File: config.mk
export PLATFORM = sky130hd
export DESIGN_NAME = store_buffer_flat
export DESIGN_NICKNAME = d
export VERILOG_FILES = /design/src/rtl/store_buffer_pkg.sv /design/src/rtl/store_buffer_if.sv /design/src/rtl/store_buffer_lane_align.sv /design/src/rtl/store_buffer.sv /design/src/flat_wrapper.sv
export SDC_FILE = /design/constraint.sdc
export NUM_CORES = 1
export LEC_CHECK = 0
export ABC_AREA = 1
export ABC_CLOCK_PERIOD_IN_PS = 8500
export CAP_MARGIN = 25
export CORE_AREA = 5 5 196 198
export DETAILED_ROUTE_END_ITERATION = 16
export DIE_AREA = 0 0 201 203
export GPL_TIMING_DRIVEN = 0
export PLACE_DENSITY = 0.75
export SLEW_MARGIN = 20
export SYNTH_ARGS = -nofsm -noshare
export SYNTH_HDL_FRONTEND = slang
export SYNTH_SLANG_ARGS = --single-unit
export TNS_END_PERCENT = 1
File: constraint.sdc
create_clock -name clk -period 8.5 [get_ports clk]
set_input_delay 1.275 -clock clk [delete_from_list [all_inputs] [get_ports clk]]
set_output_delay 1.275 -clock clk [all_outputs]
set_load 0.01 [all_outputs]
File: src/rtl/store_buffer_pkg.sv
// ============================================================================
// Module : store_buffer_pkg
// Brief  : Store pattern codes and queue entry type shared by the store buffer.
// Rev    : 1.0  initial release
// ============================================================================
`default_nettype none

package store_buffer_pkg;

    localparam logic [1:0] STORE_BYTE = 2'd0;
    localparam logic [1:0] STORE_HALF = 2'd1;
    localparam logic [1:0] STORE_WORD = 2'd2;

    typedef struct packed {
        logic [29:0] word_addr;
        logic [31:0] data;
        logic [3:0]  byte_enable;
    } sb_entry_t;

endpackage

`default_nettype wire

File: src/rtl/store_buffer_if.sv
// ============================================================================
// Module : store_buffer_if
// Brief  : Core-side store request and memory-side drain handshakes.
// Rev    : 1.0  initial release
// ============================================================================
`default_nettype none

interface store_buffer_if;

    logic        req_valid;
    logic        req_ready;
    logic [31:0] req_address;
    logic [31:0] req_data;
    logic [1:0]  req_pattern;

    logic        mem_valid;
    logic        mem_ready;
    logic [31:0] mem_address;
    logic [31:0] mem_data;
    logic [3:0]  mem_byte_enable;

    // The buffer itself: accepts requests, drives the memory channel.
    modport slave (
        input  req_valid, req_address, req_data, req_pattern, mem_ready,
        output req_ready, mem_valid, mem_address, mem_data, mem_byte_enable
    );

    // The core / memory environment around the buffer.
    modport master (
        output req_valid, req_address, req_data, req_pattern, mem_ready,
        input  req_ready, mem_valid, mem_address, mem_data, mem_byte_enable
    );

endinterface

`default_nettype wire

File: src/rtl/store_buffer_lane_align.sv
// ============================================================================
// Module : store_lane_align
// Brief  : Maps (address, pattern, rs2 data) onto byte lanes and enables.
// Rev    : 1.0  initial release
// ============================================================================
`default_nettype none

module store_lane_align (
    input  wire logic [1:0]  offset_i,
    input  wire logic [1:0]  pattern_i,
    input  wire logic [31:0] data_i,
    output logic      [31:0] data_o,
    output logic      [3:0]  byte_enable_o,
    output logic             misaligned_o
);
    import store_buffer_pkg::*;

    always_comb begin
        data_o        = data_i;
        byte_enable_o = 4'h0;
        misaligned_o  = 1'b0;
        unique case (pattern_i)
            STORE_BYTE: begin
                data_o        = {4{data_i[7:0]}};
                byte_enable_o = 4'b0001 << offset_i;
            end
            STORE_HALF: begin
                data_o        = {2{data_i[15:0]}};
                byte_enable_o = 4'b0011 << offset_i;
                misaligned_o  = offset_i[0];
            end
            STORE_WORD: begin
                byte_enable_o = 4'hF;
                misaligned_o  = (offset_i != 2'b00);
            end
            default: begin
                misaligned_o  = 1'b1;
            end
        endcase
    end

endmodule

`default_nettype wire

File: src/rtl/store_buffer.sv
// ============================================================================
// Module : store_buffer
// Brief  : Store FIFO between core and data memory with load-side word lookup.
// Rev    : 1.0  initial release
// ============================================================================
`default_nettype none

module store_buffer #(
    parameter int DEPTH = 4
) (
    input  wire logic                       clk,
    input  wire logic                       rst_n,
    store_buffer_if.slave                   bus,
    input  wire logic [31:0]                lookup_address,
    output logic                            lookup_hit,
    output logic                            misaligned,
    output logic                            empty,
    output logic [$clog2(DEPTH+1)-1:0]      count
);
    import store_buffer_pkg::*;

    localparam int PW = $clog2(DEPTH);
    localparam int CW = $clog2(DEPTH + 1);
    localparam logic [CW-1:0] C_FULL = CW'(DEPTH);

    sb_entry_t         entries_q [DEPTH];
    logic [DEPTH-1:0]  valid_q, valid_d;
    logic [PW-1:0]     wr_ptr_q, wr_ptr_d;
    logic [PW-1:0]     rd_ptr_q, rd_ptr_d;
    logic [CW-1:0]     count_q, count_d;
    logic [CW-1:0]     remaining;

    logic              mem_valid_q;
    sb_entry_t         head_q, head_d;
    logic              misaligned_q;

    logic [31:0]       al_data;
    logic [3:0]        al_be;
    logic              al_mis;
    logic              accept, push, pop;
    sb_entry_t         new_entry;

    store_lane_align u_align (
        .offset_i      (bus.req_address[1:0]),
        .pattern_i     (bus.req_pattern),
        .data_i        (bus.req_data),
        .data_o        (al_data),
        .byte_enable_o (al_be),
        .misaligned_o  (al_mis)
    );

    assign bus.req_ready = (count_q != C_FULL);
    assign accept        = bus.req_valid & bus.req_ready;
    assign push          = accept & ~al_mis;
    assign pop           = mem_valid_q & bus.mem_ready;

    assign new_entry.word_addr   = bus.req_address[31:2];
    assign new_entry.data        = al_data;
    assign new_entry.byte_enable = al_be;

    assign count_d   = count_q + CW'(push) - CW'(pop);
    assign wr_ptr_d  = wr_ptr_q + PW'(push);
    assign rd_ptr_d  = rd_ptr_q + PW'(pop);
    assign remaining = count_q - CW'(pop);

    // Next head: an older entry if one survives this edge, otherwise the
    // incoming store; with nothing left the outputs keep their last value.
    always_comb begin
        head_d = head_q;
        if (remaining != '0) begin
            head_d = entries_q[rd_ptr_d];
        end else if (push) begin
            head_d = new_entry;
        end
    end

    always_comb begin
        valid_d = valid_q;
        if (pop) begin
            valid_d[rd_ptr_q] = 1'b0;
        end
        if (push) begin
            valid_d[wr_ptr_q] = 1'b1;
        end
    end

    always_ff @(posedge clk) begin
        if (push) begin
            entries_q[wr_ptr_q] <= new_entry;
        end
    end

    always_ff @(posedge clk or negedge rst_n) begin
        if (!rst_n) begin
            valid_q      <= '0;
            wr_ptr_q     <= '0;
            rd_ptr_q     <= '0;
            count_q      <= '0;
            mem_valid_q  <= 1'b0;
            head_q       <= '0;
            misaligned_q <= 1'b0;
        end else begin
            valid_q      <= valid_d;
            wr_ptr_q     <= wr_ptr_d;
            rd_ptr_q     <= rd_ptr_d;
            count_q      <= count_d;
            mem_valid_q  <= (count_d != '0);
            head_q       <= head_d;
            misaligned_q <= accept & al_mis;
        end
    end

    // The head stays valid until its pop edge, so a load racing the drain
    // still sees the hit and stalls one more cycle.
    always_comb begin
        lookup_hit = 1'b0;
        for (int i = 0; i < DEPTH; i++) begin
            if (valid_q[i] && (entries_q[i].word_addr == lookup_address[31:2])) begin
                lookup_hit = 1'b1;
            end
        end
    end

    logic unused_lookup_lsbs;
    assign unused_lookup_lsbs = ^lookup_address[1:0];

    assign bus.mem_valid       = mem_valid_q;
    assign bus.mem_address     = {head_q.word_addr, 2'b00};
    assign bus.mem_data        = head_q.data;
    assign bus.mem_byte_enable = head_q.byte_enable;
    assign misaligned          = misaligned_q;
    assign empty               = (count_q == '0);
    assign count               = count_q;

endmodule

`default_nettype wire

File: src/flat_wrapper.sv
// flat-port wrapper written by rule: the top's interface ports become plain ports
module store_buffer_flat import store_buffer_pkg::*;
#(
    parameter int DEPTH = 4
)
  (clk, rst_n, lookup_address, lookup_hit, misaligned, empty, count, bus_req_valid, bus_req_address, bus_req_data, bus_req_pattern, bus_mem_ready, bus_req_ready, bus_mem_valid, bus_mem_address, bus_mem_data, bus_mem_byte_enable);
  store_buffer_if bus_i ();
  input  wire logic clk;
  input  wire logic rst_n;
  input  wire logic [31:0] lookup_address;
  output logic lookup_hit;
  output logic misaligned;
  output logic empty;
  output logic [$clog2(DEPTH+1)-1:0] count;
  input wire logic [$bits(bus_i.req_valid)-1:0] bus_req_valid;
  input wire logic [$bits(bus_i.req_address)-1:0] bus_req_address;
  input wire logic [$bits(bus_i.req_data)-1:0] bus_req_data;
  input wire logic [$bits(bus_i.req_pattern)-1:0] bus_req_pattern;
  input wire logic [$bits(bus_i.mem_ready)-1:0] bus_mem_ready;
  output wire logic [$bits(bus_i.req_ready)-1:0] bus_req_ready;
  output wire logic [$bits(bus_i.mem_valid)-1:0] bus_mem_valid;
  output wire logic [$bits(bus_i.mem_address)-1:0] bus_mem_address;
  output wire logic [$bits(bus_i.mem_data)-1:0] bus_mem_data;
  output wire logic [$bits(bus_i.mem_byte_enable)-1:0] bus_mem_byte_enable;
  assign bus_i.req_valid = bus_req_valid;
  assign bus_i.req_address = bus_req_address;
  assign bus_i.req_data = bus_req_data;
  assign bus_i.req_pattern = bus_req_pattern;
  assign bus_i.mem_ready = bus_mem_ready;
  assign bus_req_ready = bus_i.req_ready;
  assign bus_mem_valid = bus_i.mem_valid;
  assign bus_mem_address = bus_i.mem_address;
  assign bus_mem_data = bus_i.mem_data;
  assign bus_mem_byte_enable = bus_i.mem_byte_enable;
  store_buffer #(.DEPTH(DEPTH)) u_core (.clk(clk), .rst_n(rst_n), .bus(bus_i), .lookup_address(lookup_address), .lookup_hit(lookup_hit), .misaligned(misaligned), .empty(empty), .count(count));
endmodule
# Word level (Yosys, flattened, before mapping)
# Memories as Yosys holds them, arrays and structs flattened.
# Cells that the tools add are included.
[totals] regBits=79 mem_bits_rw=264 input_bits=102 output_inout_bits=76 mem_count=1
[op_classes] n_addsub=5 n_lt_le_gt_ge=4 n_eq_ne=7 shifts=2 muxes=17 bitwise=8 n_reduce_logical=12
[memory_table] name="u_core.entries_q" words=4 word_bits=66 rd=5 rd_clocked_by_memory_dff=0 write_ports=1 line_no="store_buffer.sv:26" source="sb_entry_t entries_q [DEPTH];"
[op_table] op="$mux 66" n=2
[op_table] op="$eq 30x30->1" n=4
[op_table] op="$pmux 32 s2" n=1
[op_table] op="$pmux 4 s3" n=1
[op_table] op="$mux 1" n=8
[op_table] op="$mux 4" n=2
[op_table] op="$logic_and 1x1->1" n=6
[op_table] op="$lt 2x3->1 const B" n=2
[op_table] op="$reduce_bool 3->1" n=2
[op_table] op="$sub 3x1->3" n=2
[op_table] op="$add 2x1->2" n=2
[op_table] op="$and 1x1->1" n=4
[op_table] op="$and 4x4->4" n=1
[op_table] op="$demux 1 s2" n=2
[op_table] op="$ge 2x1->1 const B" n=2
[op_table] op="$not 4->4" n=1
[op_table] op="$or 4x4->4" n=1
[op_table] op="$reduce_bool 2->1" n=2
[op_table] op="$shl 1x2->4 const A" n=1
[op_table] op="$shl 2x2->4 const A" n=1
[op_table] op="$add 3x1->3" n=1
[op_table] op="$logic_not 3->1" n=1
[op_table] op="$ne 3x3->1 const B" n=1
[op_table] op="$pmux 1 s3" n=1
[op_table] op="4 further kinds" n=4

# Longest topological paths before layout
[depth] word_depth=9 mapped_depth=13

# Modules after synthesis
# From an unflattened synthesis, not the netlist that was laid out.
[hier_totals] hier_cells=1815 hier_area_um2=16293.1
[by_module_without_submodules] module="store_buffer" n_inst=1 cells_per_inst=1706 area_per_inst_um2=15767.6 seq_area_each_um2=9904.5
[by_module_without_submodules] module="store_lane_align" n_inst=1 cells_per_inst=109 area_per_inst_um2=525.5 seq_area_each_um2=0.0

# Least setup slack after synthesis
# No wires, ideal clock.
[synth_timing] path_kind="input -> register" startpoint="in bus_req_pattern[1]" endpoint="mem u_core.entries_q[0][0] (netlist name), enable pin" setup_time_ns=0.491 t_arrival_ns=4.821 required_ns=8.009 slack_ns=3.188 path_stages=9 path_buffers=3 path_cell_list="buf_4 inv_2 nand2_2 nor2_2 inv_2 nand4_2 buf_4 buf_6 nor2_1"
[synth_between] elab_chain_cells=6 word_cells_on_any_way=8 classes_between="eq/ne: 2; mux: 3; bitwise: 2; reduce/logical: 1"
[synth_lines] element="from (decl)" line_no="flat_wrapper.sv:18" source="input wire logic [$bits(bus_i.req_pattern)-1:0] bus_req_pattern;"
[synth_lines] element="$eq 2x2->1 (tied with other cells)" line_no="store_buffer_lane_align.sv:22" source="unique case (pattern_i)"
[synth_lines] element="$pmux 1 s3 *" line_no="store_buffer_lane_align.sv:22"
[synth_lines] element="$not 1->1 *" line_no="store_buffer.sv:54" source="assign push = accept & ~al_mis;"
[synth_lines] element="$and 1x1->1 *" line_no="store_buffer.sv:54"
[synth_lines] element="$mux 1 *" line_no="store_buffer.sv:88" source="if (push) begin"
[synth_lines] element="$mux 1 (not written as such) *" line_no="store_buffer.sv:89" source="entries_q[wr_ptr_q] <= new_entry;"
[synth_lines] element="to (decl)" line_no="store_buffer.sv:26"
# Every way passes the cells marked *; elsewhere a longest branch is shown, timed or not.

# Worst setup path in the final report
[layout_timing] startpoint="in lookup_address[17]" endpoint="out lookup_hit"
[layout_between] elab_chain_cells=6 word_cells_on_any_way=12 classes_between="eq/ne: 4; mux: 4; reduce/logical: 4"
[layout_lines] element="from (decl)" line_no="flat_wrapper.sv:10" source="input wire logic [31:0] lookup_address;"
[layout_lines] element="$eq 30x30->1" line_no="store_buffer.sv:118" source="if (valid_q[i] && (entries_q[i].word_addr == lookup_address[31:2])) begin"
[layout_lines] element="$logic_and 1x1->1" line_no="store_buffer.sv:118"
[layout_lines] element="$mux 1 (3 in a row)" line_no="store_buffer.sv:118"
[layout_lines] element="$mux 1 *" line_no="store_buffer.sv:118"
[layout_lines] element="to (decl)" line_no="flat_wrapper.sv:11" source="output logic lookup_hit;"
# Marked as above.

==> results_dict.tcl <==
set metrics [dict create \
    worstPathRequired_ps 7220 \
    n_antenna_cell 0 \
    die_y_um 203 \
    routedWlPerCell_um 21.8 \
    initial_core_util_pct 44.5 \
    final-max-slew-violation-count 0 \
    grt_pass1_wl_um 81100 \
    numCtsBuffers 37 \
    portBuffers 172 \
    ys_types 35 \
    startpoint_type "input pin" \
    antenna_found_initial 1 \
    wl_um 54600 \
    crit_fanout 5 \
    syn-cell-area_um2 16200 \
    cpLargestDelayFamily "buffers and inverters" \
    synth_seq_area_share_pct 61.2 \
    setup_viol 0 \
    yosysTopAreaCell "edfxtp_1" \
    fp.dieW_um 201 \
    vias 13600 \
    grt_max_degree 48 \
    synth-main-ff-cell "edfxtp_1" \
    rsz0062_at_grt "no" \
    fin_ws_ps 3640 \
    synth-edff-count 264 \
    ir_worst_vdd_mv 0.214 \
    drive_gt1_share_pct 7.11 \
    root_buffer "clkbuf_16" \
    postCtsSetupBuffers 0 \
    fin_area_um2 20100 \
    yosysWarningCount 0 \
    fin_nets 2118 \
    pre_cts_ws_ps 3700 \
    leakagePower_nw 8.49 \
    ys_ff_latch 343 \
    fill_cells 3134 \
    core_um2 36300 \
    dr_wl_met3_um 4860 \
    cp-end-kind "output pin" \
    worst_pin_slew_ps 931 \
    clk_latency_ps 540 \
    ant_nets 0 \
    synth_cells 1783 \
    critical_path_arrival_ps 3590 \
    place_congestion 0.950 \
    postCtsResizedCells 0 \
    drc 0 \
    wl_met2_um 26100 \
    avgSynthCellArea_um2 9.08 \
    synth_area_leaders "edfxtp_1, nand2_1, dfrtp_1" \
    period_needed_ps 4860 \
    fmax_ghz 0.206 \
    skew_ps 19.6 \
    row_count 70 \
    dp_hpwl_um 39400 \
    synth_commonest_cells "nand2_1, edfxtp_1, inv_1" \
    crit_buf_inv 3 \
    syn2layout_area_growth_pct 24.5 \
    cpPeakStageDelay_ps 670 \
    via_per_inst 5.43 \
    powerDensity_nw_per_um2 360 \
    cts_tree "yes" \
    finalHoldViolations 0 \
    synth_async_sr_flop_share_pct 23.0 \
    cts_max_path_buffers 3 \
    multi_input_area_um2 5320 \
    place_area_um2 18900 \
    grt_overflow_total 0 \
    dr.pass1.iters 5 \
    seqCellArea_um2 9900 \
    total_power_w 0.00724 \
    cp_cell_sequence "clkdlybuf4s50_1 > inv_1 > nand2_1 > nand2_1 > nor2_1 > nand2_1 > nor2_1 > nand2_1 > nor2_1 > nor2_1 > nand2_1 > clkdlybuf4s50_1" \
    relSlewSlack_pct 37.9 \
    hold_class "flop to flop" \
    h-tree-depth 2 \
    fin_setup_tns_ps 0 \
    dr.max_layer_used "met5" \
    path_class "input pin to output pin" \
    clk_pin_slew_ps 50 \
    status "finished clean" \
    fp.dieArea_um2 40800 \
    critPathSlowestCell "clkdlybuf4s50_1" \
    io_pins 178 \
    cts.sinks 343 \
    synth.most_common_cell "nand2_1" \
    synthDominantCellAreaShare_pct 49.0 \
    grt_use_total_pct 26.1 \
    period_share_pct 57.2 \
    dr.first_iter.drc_count 1567 \
    cap_violations 0 \
    cts_hold_buf 0 \
    wl_met1_um 21700 \
    crit_top_cell "nand2_1" \
    grt_pass1_vias 13600 \
]
## cells in the final DEF (no fill, tap or decap), drive strengths merged
cell type,n
or3,1
clkdlybuf4s50,171
bufinv,4
buf,70
xor2,4
fa,1
o22ai,4
clkinv,7
clkinvlp,5
a31oi,1
nand3b,1
nand2,676
nor3,5
conb,2
a211oi,25
edfxtp,264
or2,1
dfrtp,79
ha,6
xnor2,10
o211ai,8
a21boi,5
a21oi,23
clkbuf,72
o31ai,2
nand3,107
nor2,141
o21a,3
o21ai,181
nand4,1
inv,158
## logic make-up after synthesis
kind of cell,count (synthesis),share of synthesized area [%]
fa+ha+maj,7,0.588
buf+inv,233,6.11
compound gates,252,8.50
other cells,1,0.0232
xor+xnor,14,0.874
flops,343,61.2
simple gates,933,22.7
## final timing paths
path | cells after the start | startpoint | slack, ps | endpoint
min in group asynchronous | 1 | rst_n | 710 | u_core.bus.mem_address[19]
worst max-delay path | 12 | lookup_address[17] | 3640 | lookup_hit
worst min-delay path | 2 | u_core.bus.mem_address[20] | 470 | u_core.bus.mem_address[20]
worst min register to register | 2 | u_core.bus.mem_address[20] | 470 | u_core.bus.mem_address[20]
worst max register to register | 9 | u_core.count[1] | 5480 | u_core.entries_q[2][19]
max in group asynchronous | 2 | rst_n | 7120 | u_core.bus.mem_data[17]
## cell type report
| type | count | area share, % |
|---|---|---|
| sequential | 343 | 49.2 |
| clock buffer | 51 | 5.11 |
| inverter | 157 | 2.93 |
| clock inverter | 17 | 1.12 |
| tap | 468 | 2.91 |
| buffer | 76 | 1.98 |
| multi-input combinational | 1208 | 26.4 |
| timing repair buffer | 186 | 10.4 |
## per-layer routing
metal  vias up  global-route usage (%)
li1       6325                       -
met1      6447                    34.1
met2       725                    44.2
met3       119                    4.65
met4         2                    8.78
met5         -                       0
## flip-flops by register name, indices dropped and copies added (netlist names)
signal	count
u_core.bus.mem_data	32
u_core.count	3
u_core.bus.mem_valid	1
u_core.entries_q	264
u_core.valid_q	4
u_core.rd_ptr_q	2
u_core.misaligned	1
u_core.wr_ptr_q	2
u_core.bus.mem_byte_enable	4
u_core.bus.mem_address	30
## worst min-delay path: stages (launching register included)
cell and delay [ps]:
dfrtp_1 340, nand2_1 50, nand2_1 50
## metrics by stage
step | instances | hold WS [ps] | util (%)
global placement | 2424 | 463 | 50.9
CTS | 2506 | 481 | 55.4
detailed placement | 2438 | 465 | 52.0
floorplan | 1784 | 471 | -
finish | 2506 | 474 | 55.4
global route | 2506 | 496 | 55.4
## power by group
group / switching [W] / internal, W
clock network: 0.000687 / 0.000982
registers: 0.000198 / 0.00219
logic: 0.00206 / 0.00113
Power figures use the tool's default switching activity.
==> RTL edit, RTL diff (config.mk and constraints unchanged) <==
`DEPTH` is set to 4 in 2 places; all go to 2.
--- a/src/rtl/store_buffer.sv
+++ b/src/rtl/store_buffer.sv
@@ -6,7 +6,7 @@
 `default_nettype none
 
 module store_buffer #(
-    parameter int DEPTH = 4
+    parameter int DEPTH = 2
 ) (
     input  wire logic                       clk,
     input  wire logic                       rst_n,
--- a/src/flat_wrapper.sv
+++ b/src/flat_wrapper.sv
@@ -1,7 +1,7 @@
 // flat-port wrapper written by rule: the top's interface ports become plain ports
 module store_buffer_flat import store_buffer_pkg::*;
 #(
-    parameter int DEPTH = 4
+    parameter int DEPTH = 2
 )
   (clk, rst_n, lookup_address, lookup_hit, misaligned, empty, count, bus_req_valid, bus_req_address, bus_req_data, bus_req_pattern, bus_mem_ready, bus_req_ready, bus_mem_valid, bus_mem_address, bus_mem_data, bus_mem_byte_enable);
   store_buffer_if bus_i ();
Interface: changed (resized count); port bits go from 178 to 177. No check against the original RTL was run, so the function may have changed too.
==> RTL edit against the unedited design <==
Cell area fell by 35%; sequential cell count shrank 137; synthesized area is 38% lower; routed wire length is 41% lower; worst setup slack better by 0.40 ns; power fell by 36%; fmax is 9.0% higher; die area unchanged; largest power group unchanged; highest routed layer is now met4.
==> RTL edit: results (changes against the unedited design) <==
* Initial DRC Count at 832 (-47%)
* Vias in the first global route at 8276 (-39%)
* First-pass GRT wire length at 48.6 mm (-40%)
* Largest net degree at the start of global routing at 41 (-15%)
* Inverters at 149 (-5.1%)
* Register area share after synthesis at 58.4% (-2.9 points)
* Status: complete, no violations
* # clk buffers at 27 (-47%)
* Max Used Layer: met4
* Clock buf/inv share at 5.15% (-1.1 points)
* Crit path max fanout at 3 (-2)
* Final-layout fill cell count at 3592 (+15%)
* Buffers, non-clock at 226 (-14%)
* Seq area share at 44.3% (-4.9 points)
* GRT Total Usage at 15.3% (-11 points)
* Slowest stage delay, CP at 0.55 ns (-0.12 ns)
* Multi-input combinational area share at 25.3% (-1.1 points)
* Signal buffers share of area at 16.6% (+4.2 points)
* Initial antenna violation count at 0 (-1)
* Global-route met1 utilization at 20.9% (-13 points)
* Met2 routed WL at 15.0 mm (-43%)
* Multi-input logic cell count at 735 (-39%)
* H-tree levels at 1 (-1)
* Vias per inst at 4.60 (-15%)
* Clk_lat worst skew at 0.51 ns (-0.03 ns)
* CTS Buf Count at 21 (-43%)
## RTL edit: cell types whose count changed after synthesis, sizes merged, moves of 8 or more
cell,change
edfxtp,-132
nor2,-111
inv,-9
a211oi,-25
or2,+47
o21ai,-161
buf,-20
nand3,+12
o211ai,+12
nand2,-223
clkbuf,-8
## RTL edit: power by group
group          internal (mW)  switching (mW)  leakage (nW)
registers               1.37           0.156          2.09
clock network          0.534           0.392         0.335
logic                  0.893            1.30          3.45
## RTL edit: kinds of logic (layout without fill, tap and decap cells)
family          count (synthesis)  in the layout  synth area share, %
fa+ha+maj                       1              1                0.126
compound gates                 58             58                 3.48
other cells                     1              2               0.0376
flops                         206            206                 58.4
xor+xnor                       19             19                 1.75
simple gates                  655            655                 27.8
buf+inv                       197            413                 8.50
## RTL edit: through the flow
step | hold WS [ns] | cells | setup WS [ns] | util [%] | instance area (µm²)
2_1_floorplan | 0.453 | 1138 | 3.44 | - | 9970
3_3_place_gp | 0.461 | 1777 | 0.971 | 33.7 | 12300
3_5_place_dp | 0.466 | 1784 | 4.07 | 34.3 | 12500
4_1_cts | 0.482 | 1822 | 4.06 | 36.2 | 13100
5_1_grt | 0.500 | 1822 | 3.95 | 36.2 | 13100
6_report | 0.479 | 1822 | 4.04 | 36.2 | 13100
## RTL edit: worst paths after layout
kind,startpoint,to,slack (ns),cells after the start
setup reg to reg,u_core.count[1],u_core.entries_q[1][31],6.17,6
hold / removal,u_core.bus.mem_address[23],u_core.bus.mem_address[23],0.48,2
max in group asynchronous,rst_n,u_core.bus.mem_data[27],7.13,2
setup / recovery,lookup_address[4],lookup_hit,4.04,9
hold reg to reg,u_core.bus.mem_address[23],u_core.bus.mem_address[23],0.48,2
min in group asynchronous,rst_n,u_core.bus.mem_address[22],0.75,1
